==> config.mk <==
export PLATFORM = sky130hd
export DESIGN_NAME = alu_arbiter
export DESIGN_NICKNAME = d
export VERILOG_FILES = /design/src/rtl/alu_arbiter.sv
export SDC_FILE = /design/constraint.sdc
export NUM_CORES = 1
export LEC_CHECK = 0
export BUFFER_PORTS_ARGS = -buffer_cell sky130_fd_sc_hd__buf_2
export CAP_MARGIN = 40
export CORE_UTILIZATION = 40
export CTS_CLUSTER_SIZE = 14
export DETAILED_ROUTE_END_ITERATION = 12
export PLACE_DENSITY = 0.73
export RECOVER_POWER = 25
export SYNTH_ARGS = -nofsm -noshare
export SYNTH_HDL_FRONTEND = slang
export SYNTH_SLANG_ARGS = --single-unit
==> constraint.sdc <==
create_clock -name clk -period 1.7 [get_ports clk]
set_clock_uncertainty 0.1 [all_clocks]
set_input_delay 0.255 -clock clk [delete_from_list [all_inputs] [get_ports clk]]
set_output_delay 0.255 -clock clk [all_outputs]
set_load 0.05 [all_outputs]
==> src/rtl/alu_arbiter.sv <==
// alu_arbiter: two-requester arbiter sharing one combinational ALU
// Ports: clk/rst_n (sync active-low reset); reqN_valid/ready/a/b/gin/shamt per requester;
// alu_a/b/gin/shamt drive the shared ALU, alu_sum/zout/signout return from it;
// resp_valid/ready handshake with resp_id, resp_sum, resp_zout, resp_signout, resp_err.
module alu_arbiter #(
    parameter bit PRIO_FIXED = 1'b0
) (
    input  logic        clk,
    input  logic        rst_n,
    input  logic        req0_valid,
    input  logic        req1_valid,
    output logic        req0_ready,
    output logic        req1_ready,
    input  logic [31:0] req0_a,
    input  logic [31:0] req0_b,
    input  logic [31:0] req1_a,
    input  logic [31:0] req1_b,
    input  logic [2:0]  req0_gin,
    input  logic [2:0]  req1_gin,
    input  logic [4:0]  req0_shamt,
    input  logic [4:0]  req1_shamt,
    output logic [31:0] alu_a,
    output logic [31:0] alu_b,
    output logic [2:0]  alu_gin,
    output logic [4:0]  alu_shamt,
    input  logic [31:0] alu_sum,
    input  logic        alu_zout,
    input  logic        alu_signout,
    output logic        resp_valid,
    input  logic        resp_ready,
    output logic        resp_id,
    output logic [31:0] resp_sum,
    output logic        resp_zout,
    output logic        resp_signout,
    output logic        resp_err
);
    typedef enum logic [1:0] {IDLE, EXEC, RESP} state_t;
    state_t      r_state;
    logic        r_last;
    logic        r_id;
    logic [31:0] r_a;
    logic [31:0] r_b;
    logic [2:0]  r_gin;
    logic [4:0]  r_shamt;
    logic        w_idle;
    logic        w_grant;
    logic        w_accept;
    logic        w_legal;
    assign w_idle   = r_state == IDLE;
    // on a tie, round-robin favours the requester not granted last
    assign w_grant  = (req0_valid && req1_valid) ? (PRIO_FIXED ? 1'b0 : ~r_last) : req1_valid;
    assign w_accept = w_idle && (req0_valid || req1_valid);
    assign w_legal  = r_gin inside {3'b010, 3'b110, 3'b111, 3'b000, 3'b001, 3'b100};
    assign req0_ready = w_idle && req0_valid && !w_grant;
    assign req1_ready = w_idle && req1_valid && w_grant;
    assign alu_a      = r_a;
    assign alu_b      = r_b;
    assign alu_gin    = r_gin;
    assign alu_shamt  = r_shamt;
    assign resp_valid = r_state == RESP;
    assign resp_id    = r_id;
    always_ff @(posedge clk) begin
        if (!rst_n) begin
            r_state      <= IDLE;
            r_last       <= 1'b1;
            r_id         <= 1'b0;
            r_a          <= '0;
            r_b          <= '0;
            r_gin        <= '0;
            r_shamt      <= '0;
            resp_sum     <= '0;
            resp_zout    <= 1'b0;
            resp_signout <= 1'b0;
            resp_err     <= 1'b0;
        end else begin
            case (r_state)
                IDLE: if (w_accept) begin
                    r_a     <= w_grant ? req1_a : req0_a;
                    r_b     <= w_grant ? req1_b : req0_b;
                    r_gin   <= w_grant ? req1_gin : req0_gin;
                    r_shamt <= w_grant ? req1_shamt : req0_shamt;
                    r_id    <= w_grant;
                    r_last  <= w_grant;
                    r_state <= EXEC;
                end
                EXEC: begin
                    // illegal opcodes report a zero result regardless of the ALU
                    resp_sum     <= w_legal ? alu_sum : 32'd0;
                    resp_zout    <= w_legal ? alu_zout : 1'b1;
                    resp_signout <= w_legal && alu_signout;
                    resp_err     <= !w_legal;
                    r_state      <= RESP;
                end
                RESP: if (resp_ready) r_state <= IDLE;
                default: r_state <= IDLE;
            endcase
        end
    end
endmodule

==> metrics.md, run 1 <==
| Metric | Value |
|---|---|
| Status | finished, final reports clean |
| DIE AREA | approximately 14000 µm² |
| Vias in the first global route | between 4000 and 5000 |
| Crit. End Element | primary output |
| Flops & latches, synth | approximately 110 |
| Dominant cells by area after synthesis | dfxtp_1 (42%), a311oi_2 (20%), nand2_1 (15%), a21oi_1 (7.6%), a21oi_2 (5.0%) |
| CTS tree | done |
| Mapped Nets | 767 |
| Die Width | roughly 120 µm |
| CTS Buf Count | 9 |
| DRT antenna net count | 0 |
| Initial antenna violation count | 0 |
| Sequential share of the synthesized area | a little over two fifths |
| Crit-path leading delay family | flip-flops |
| Share of layout cells above drive strength 1 | 46.23% |
| Vias after detailed routing | ~5300 |
| Period utilization | 97.25% |
| Root buffer cell | clkbuf_16 |
| Slowest CP cell | dfxtp_4 |
| Via-to-Cell Ratio | approximately 5.1 |
| Die Ht | 116.6 µm |
| Core Util, Final | 56.55% |
| Critical Path, Cell by Cell | nor2_4 -> buf_12 -> and3_1 -> buf_6 |
| Switching Fraction | slightly below 40% |
| Placer Congestion | between 0.7 and 0.8 |
| Number of remaining DRC errors | 0 |
| N_diodes | 0 |
| Switch Pwr | 3.110 mW |
| Tmin final | roughly 1.7 ns |
| I/O pin count | 294 |
| Final WL | 15.94 mm |
| Routed wire per std cell | 15.40 µm |
| Class of the worst hold path | in2reg |
| Fmax | 604.9 MHz |
| Setup TNS | 0 ns |
| CTS clk-pin slew, worst paths | 0.08 ns |
| Post-Place Setup Slack | 0.1268 ns |
| Hold-fix buffers, CTS | 0 |
| CTS Sinks | 111 |
| Unrepaired setup endpoints after global routing | no |
| Grt ovf | 0 |
| Delay of the slowest cell on the worst path | 0.36 ns |
| Static Leak | 3.091 nW |
| CP max FO | 3 |
| Post-synthesis cell area | around 5200 µm² |
| HPWL after DPL | 11.19 mm |
| CP Launch Type | register |
| Mean Syn Cell Area | between 8 and 9 µm² |
| Nets | 1041 |
| Setup violators final | 0 |
| Internal Dissipation | 4.883 mW |
| H-Tree Level Count | 3 |
| Sequential Power Share | 38.0% |
| Pwr Total | 7.994 mW |
| Final Hold Slack | 0.03980 ns |
| First-pass GRT wire length | 23.10 mm |
| Max_cap viols | 0 |
| Clk pwr share | 27.3% |
| Register area | 2231 µm² |
| Post-synth cell types | 26 |
| Worst Slack Setup Final | 0.04678 ns |
| Multi-input gate area | 2713 µm² |
| Post-Syn Instances | approximately 580 |
| Arrival @ worst endpoint | 1.30 ns |
| Num rows | between 40 and 50 |
| Post-synth top area cell | dfxtp_1 |
| Synth top area share | 42.34% |
| Skew-Pair Late Insertion Delay | 0.35 ns |
| Power per Cell Area | 1111 nW/µm² |
| Fill cell count | ~1200 |
| PortBufs | 293 |
| Max Buffers Root-to-Sink | 2 |
| Hold Fails Final Rpt | 0 |
| Slew Limit Headroom | about half |
| Reg2Reg Setup Slack | 0.11 ns |
| Least-Margin Pin Slew | between 0.7 and 0.8 ns |
| Gate power share | a little over a third |
| Synth warnings | 0 |
| DR iter-0 viols | roughly 280 |
| Largest net degree at the start of global routing | 73 |
| Max Slew Vio Count | 0 |
| Critical path required time | 1.34 ns |
| Type of the worst setup path | reg2out |
| Core ar. | 12720 µm² |
| Starting Density | 41.26% |
| Peak supply drop | about 0.48 mV |
| Worst path bufs/invs | 2 |
| GRT Total Usage | 21.84% |
| Syn-to-layout area delta | 37.07% |
| Drt first pass iters | 4 |
==> state kept, by name (all words and copies together), names as in the netlist <==
name and count:
alu_a 32, alu_b 32, resp_sum 32, alu_shamt 5
alu_gin 3, r_state 2, r_last 1, resp_err 1
resp_id 1, resp_signout 1, resp_zout 1
==> worst min-delay path, cell delays in order <==
cell,delay (ns)
buf_2,0.09
nand2_1,0.06
a21oi_2,0.04
==> routing by layer <==
layer  track usage, %  part of all wire, %
met5                0                    0
met4            7.089                  1.1
met3            5.605                  7.8
met2            38.11                   48
met1            26.12                   43
==> what timing repair did <==
action,4_1_cts,5_1_grt
resized for setup,7,8
buffers inserted,1,2
endpoints found under the setup margin,2,52
pin swaps,1,3
cloned,0,2
==> cells by family (layout without fill, tap and decap cells) <==
family                 count (synthesis)  after routing  synth area share, %
AO/OA/AOI/OAI                        189            189                34.14
XOR/XNOR                               1              1               0.1669
buffers and inverters                 60            338                6.794
flip-flops                           111            111                42.34
AND/OR/NAND/NOR                      223            224                16.57
==> Yosys cell counts (all sizes together) <==
cell,instances
a31o,1
nor3,1
a21oi,110
inv,1
dfxtp,111
nor2,1
or2,1
nand2,211
o21ai,2
and2,1
buf,46
a21boi,2
nand3,1
xor2,1
nand2b,2
o21a,1
a21bo,1
nor2b,2
clkbuf,13
and3,3
a311oi,72
==> cells in the final DEF (no fill, tap or decap), drive strengths merged <==
cell type	count
nand2	211
a21oi	110
xor2	1
nor2b	2
bufinv	1
inv	4
nand2b	2
a31o	1
and3	3
dfxtp	111
clkbuf	62
nand3	1
a311oi	72
or2	1
and2	2
buf	268
a21bo	1
o21a	1
nor2	1
o21ai	2
a21boi	2
nor3	1
clkinv	3
==> stage by stage <==
step	std cells	cell area, µm²
4_1_cts	1031	7198
6_report	1035	7194
2_1_floorplan	584	5254
3_3_place_gp	1014	6869
3_5_place_dp	1014	6869
5_1_grt	1035	7194
==> path summary, 6_finish.rpt <==
check / start / endpoint / cells past startpoint
worst min register to register: resp_err / resp_err / 2
worst max-delay path: r_state[0] / req0_ready / 4
worst max register to register: r_state[0] / alu_a[7] / 6
worst min-delay path: alu_sum[17] / resp_sum[17] / 3
==> layout make-up <==
cell class | count | share of cell area [%]
Inverter | 1 | 0.08696
Sequential cell | 111 | 31.01
Tap cell | 172 | 2.991
Clock inverter | 7 | 1.078
Clock buffer | 9 | 3.130
Timing Repair Buffer | 321 | 24.00
Multi-Input combinational cell | 414 | 37.70
==> power groups by stage <==
stage                     sequential [mW]  combinational [mW]  clock (mW)
after CTS                            3.04                2.79        2.24
after global routing                 3.07                2.95        2.35
after detailed placement             3.09                2.78           0
final                                3.04                2.77        2.18
after floorplan                      4.02                1.09           0
after global placement               3.09                2.75           0
Power figures use the tool's default switching activity.
==> run 2: changes to the inputs <==
CORE_ASPECT_RATIO = 1.25   (was not set)
CORE_UTILIZATION = 29   (was 40)
PLACE_DENSITY = not set   (was 0.73)
==> run 2 against run 1 <==
Flip-flop and latch count unchanged. First-iteration DRC count decreased by 1.4%. Clock power decreased by 4%. Cell area increased by 0.61%. Hold slack got worse by 0.0033 ns. Combinational power about the same. Fmax decreased by 0.73%. Core utilization decreased by 15 points. Via count about the same. Die area increased by 37%. Non-clock buffer count decreased by 2. Critical path type unchanged. Critical endpoint is now req1_ready. Highest routed layer unchanged.
==> metrics.md, run 2 (synthesized netlist as in run 1, its figures left out) <==
| Metric | Value |
|---|---|
| Status | finished, final reports clean (unchanged) |
| Hold_sp | alu_sum[28] (was alu_sum[17]) |
| Tmin final | 1.665 ns (was 1.653 ns) |
| Num rows | 54 (was 41) |
| Worst R2R Path Depth | 4 (was 6) |
| Critical path required time | 1.34 ns (about the same) |
| Setup violators final | 0 (unchanged) |
| Type of the worst setup path | reg2out (unchanged) |
| Period utilization | 97.96% (was 97.25%) |
| Max Buffers Root-to-Sink | 2 (unchanged) |
| Slowest CP cell | dfxtp_2 (was dfxtp_4) |
| Hold Fails Final Rpt | 0 (unchanged) |
| Max Slew Vio Count | 0 (unchanged) |
| PortBufs | 293 (unchanged) |
| Largest net degree at the start of global routing | 53 (was 73) |
| Arrival @ worst endpoint | 1.31 ns (was 1.30 ns) |
| Power per Cell Area | 1091 nW/µm² (was 1111 nW/µm²) |
| Number of remaining DRC errors | 0 (unchanged) |
| Non-Filler Instances | 1087 (was 1035) |
| Fmax | 600.5 MHz (was 604.9 MHz) |
| Root buffer cell | clkbuf_16 (unchanged) |
| CTS Sinks | 111 (unchanged) |
| Delay of the slowest cell on the worst path | 0.35 ns (was 0.36 ns) |
| Slew Limit Headroom | 57.08% (was 49.94%) |
| Vias in the first global route | 5077 (was 4756) |
| CP Launch Type | register (unchanged) |
| Starting Density | 29.88% (was 41.26%) |
| Crit-path leading delay family | flip-flops (unchanged) |
| Pwr Total | 7.895 mW (was 7.994 mW) |
| Routed wire per std cell | 15.35 µm (was 15.40 µm) |
| Commonest non-fill, non-tap cell in the layout | buf_2 (unchanged) |
| Reg2Reg Setup Slack | 0.16 ns (was 0.11 ns) |
| Design Area, Final | 7238 µm² (was 7194 µm²) |
| Nets | 1038 (was 1041) |
| First-pass GRT wire length | 25.79 mm (was 23.10 mm) |
| Least-Margin Pin Slew | 0.6438 ns (was 0.7510 ns) |
| Via-to-Cell Ratio | 4.849 (was 5.088) |
| GRT Total Usage | 17.39% (was 21.84%) |
| CTS clk-pin slew, worst paths | 0.08 ns (about the same) |
| Placed cell areas | 6992 µm² (was 6869 µm²) |
| DRT antenna net count | 0 (unchanged) |
| DIE AREA | 18640 µm² (was 13580 µm²) |
| Crit. End Element | primary output (unchanged) |
| Vias after detailed routing | 5271 (was 5266) |
| Max_cap viols | 0 (unchanged) |
| DR iter-0 viols | 279 (was 283) |
| Core Util, Final | 41.20% (was 56.55%) |
| Initial antenna violation count | 3 (was 0) |
| Class of the worst hold path | in2reg (unchanged) |
| Static Leak | 3.056 nW (was 3.091 nW) |
| Skew-Pair Late Insertion Delay | 0.35 ns (about the same) |
| Peak supply drop | 0.4822 mV (was 0.4776 mV) |
| Die Width | 122.3 µm (was 116.6 µm) |
| CTS Buf Count | 9 (unchanged) |
| Worst path bufs/invs | 1 (was 2) |
| Placed cell count | 1067 (was 1014) |
| I/O pin count | 294 (unchanged) |
| Hold endpoint | resp_sum[28] (was resp_sum[17]) |
| Core ar. | 17570 µm² (was 12720 µm²) |
| Reg2reg start | r_state[1] (was r_state[0]) |
| Syn-to-layout area delta | 37.90% (was 37.07%) |
| Final WL | 16.69 mm (was 15.94 mm) |
| Share of layout cells above drive strength 1 | 45.81% (was 46.23%) |
| Grt ovf | 0 (unchanged) |
| CP max FO | 4 (was 3) |
| Die Ht | 152.4 µm (was 116.6 µm) |
| Critical Path, Cell by Cell | a21bo_4 -> nor3_4 -> buf_6 (was nor2_4 -> buf_12 -> and3_1 -> buf_6) |
| Unrepaired setup endpoints after global routing | yes (was no) |
| Placer Congestion | 0.7843 (was 0.7641) |
| Hold-fix buffers, CTS | 0 (unchanged) |
| Most frequent cells in the layout | buf_2 (239), nand2_1 (211), dfxtp_1 (109) (was buf_2 (240), nand2_1 (211), dfxtp_1 (108)) |
| Critical Path Stages | 3 (was 4) |
| H-Tree Level Count | 3 (unchanged) |
| Worst hold stages | 3 (unchanged) |
| Drt first pass iters | 4 (unchanged) |
| Reg2reg end | resp_sum[26] (was alu_a[7]) |
| CTS tree | done (unchanged) |
| HPWL after DPL | 12.04 mm (was 11.19 mm) |
==> run 2: how the worst max path moves through the flow <==
stage / start / endpoint
floorplan: r_last / resp_id
global placement: req0_valid / alu_b[6]
detailed placement: req0_valid / alu_b[13]
CTS: r_last / req1_ready
global route: r_last / req1_ready
finish: r_last / req1_ready
==> run 2: metrics by stage <==
stage,setup slack (ns),hold WS (ns),setup TNS (ns)
5_1_grt,-0.01909,0.01997,-0.01909
3_5_place_dp,0.06194,0.3446,0
4_1_cts,0.01384,0.01847,0
3_3_place_gp,0.1111,0.3396,0
2_1_floorplan,0.05450,0.2350,0
6_report,0.03462,0.03645,0
==> run 2: worst register-to-register path: stages (launching register included) <==
cell and delay [ns]:
dfxtp_2 0.42, nand2b_1 0.13, buf_2 0.53, nand2_1 0.16
a21oi_2 0.16
==> run 2: power breakdown <==
part	internal, mW	switching (mW)
combinational	0.827	1.93
sequential	2.88	0.166
clock	1.03	1.06
==> run 2: cell type report <==
class	count	area, µm²
Fill cell	1860	10330
Multi-Input combinational cell	413	2704
Sequential cell	111	2225
Timing Repair Buffer	319	1728
Tap cell	224	280.3
Clock buffer	9	225.2
Clock inverter	7	62.56
Antenna cell	3	7.507
Inverter	1	6.256
==> run 2: timing repair <==
item                       in CTS  in global routing
pin swaps                       1                  0
resized for setup               7                  1
setup endpoints to repair       2                  2
setup buffers                   1                  0
==> run 2: metal layers <==
| layer | part of all wire [%] | wire length, µm | track usage [%] |
|---|---|---|---|
| met3 | 6.1 | 1025 | 3.892 |
| met4 | 2.8 | 461 | 7.375 |
| met2 | 50 | 8297 | 29.53 |
| met5 | 0 | 0 | 0 |
| met1 | 41 | 6905 | 20.69 |
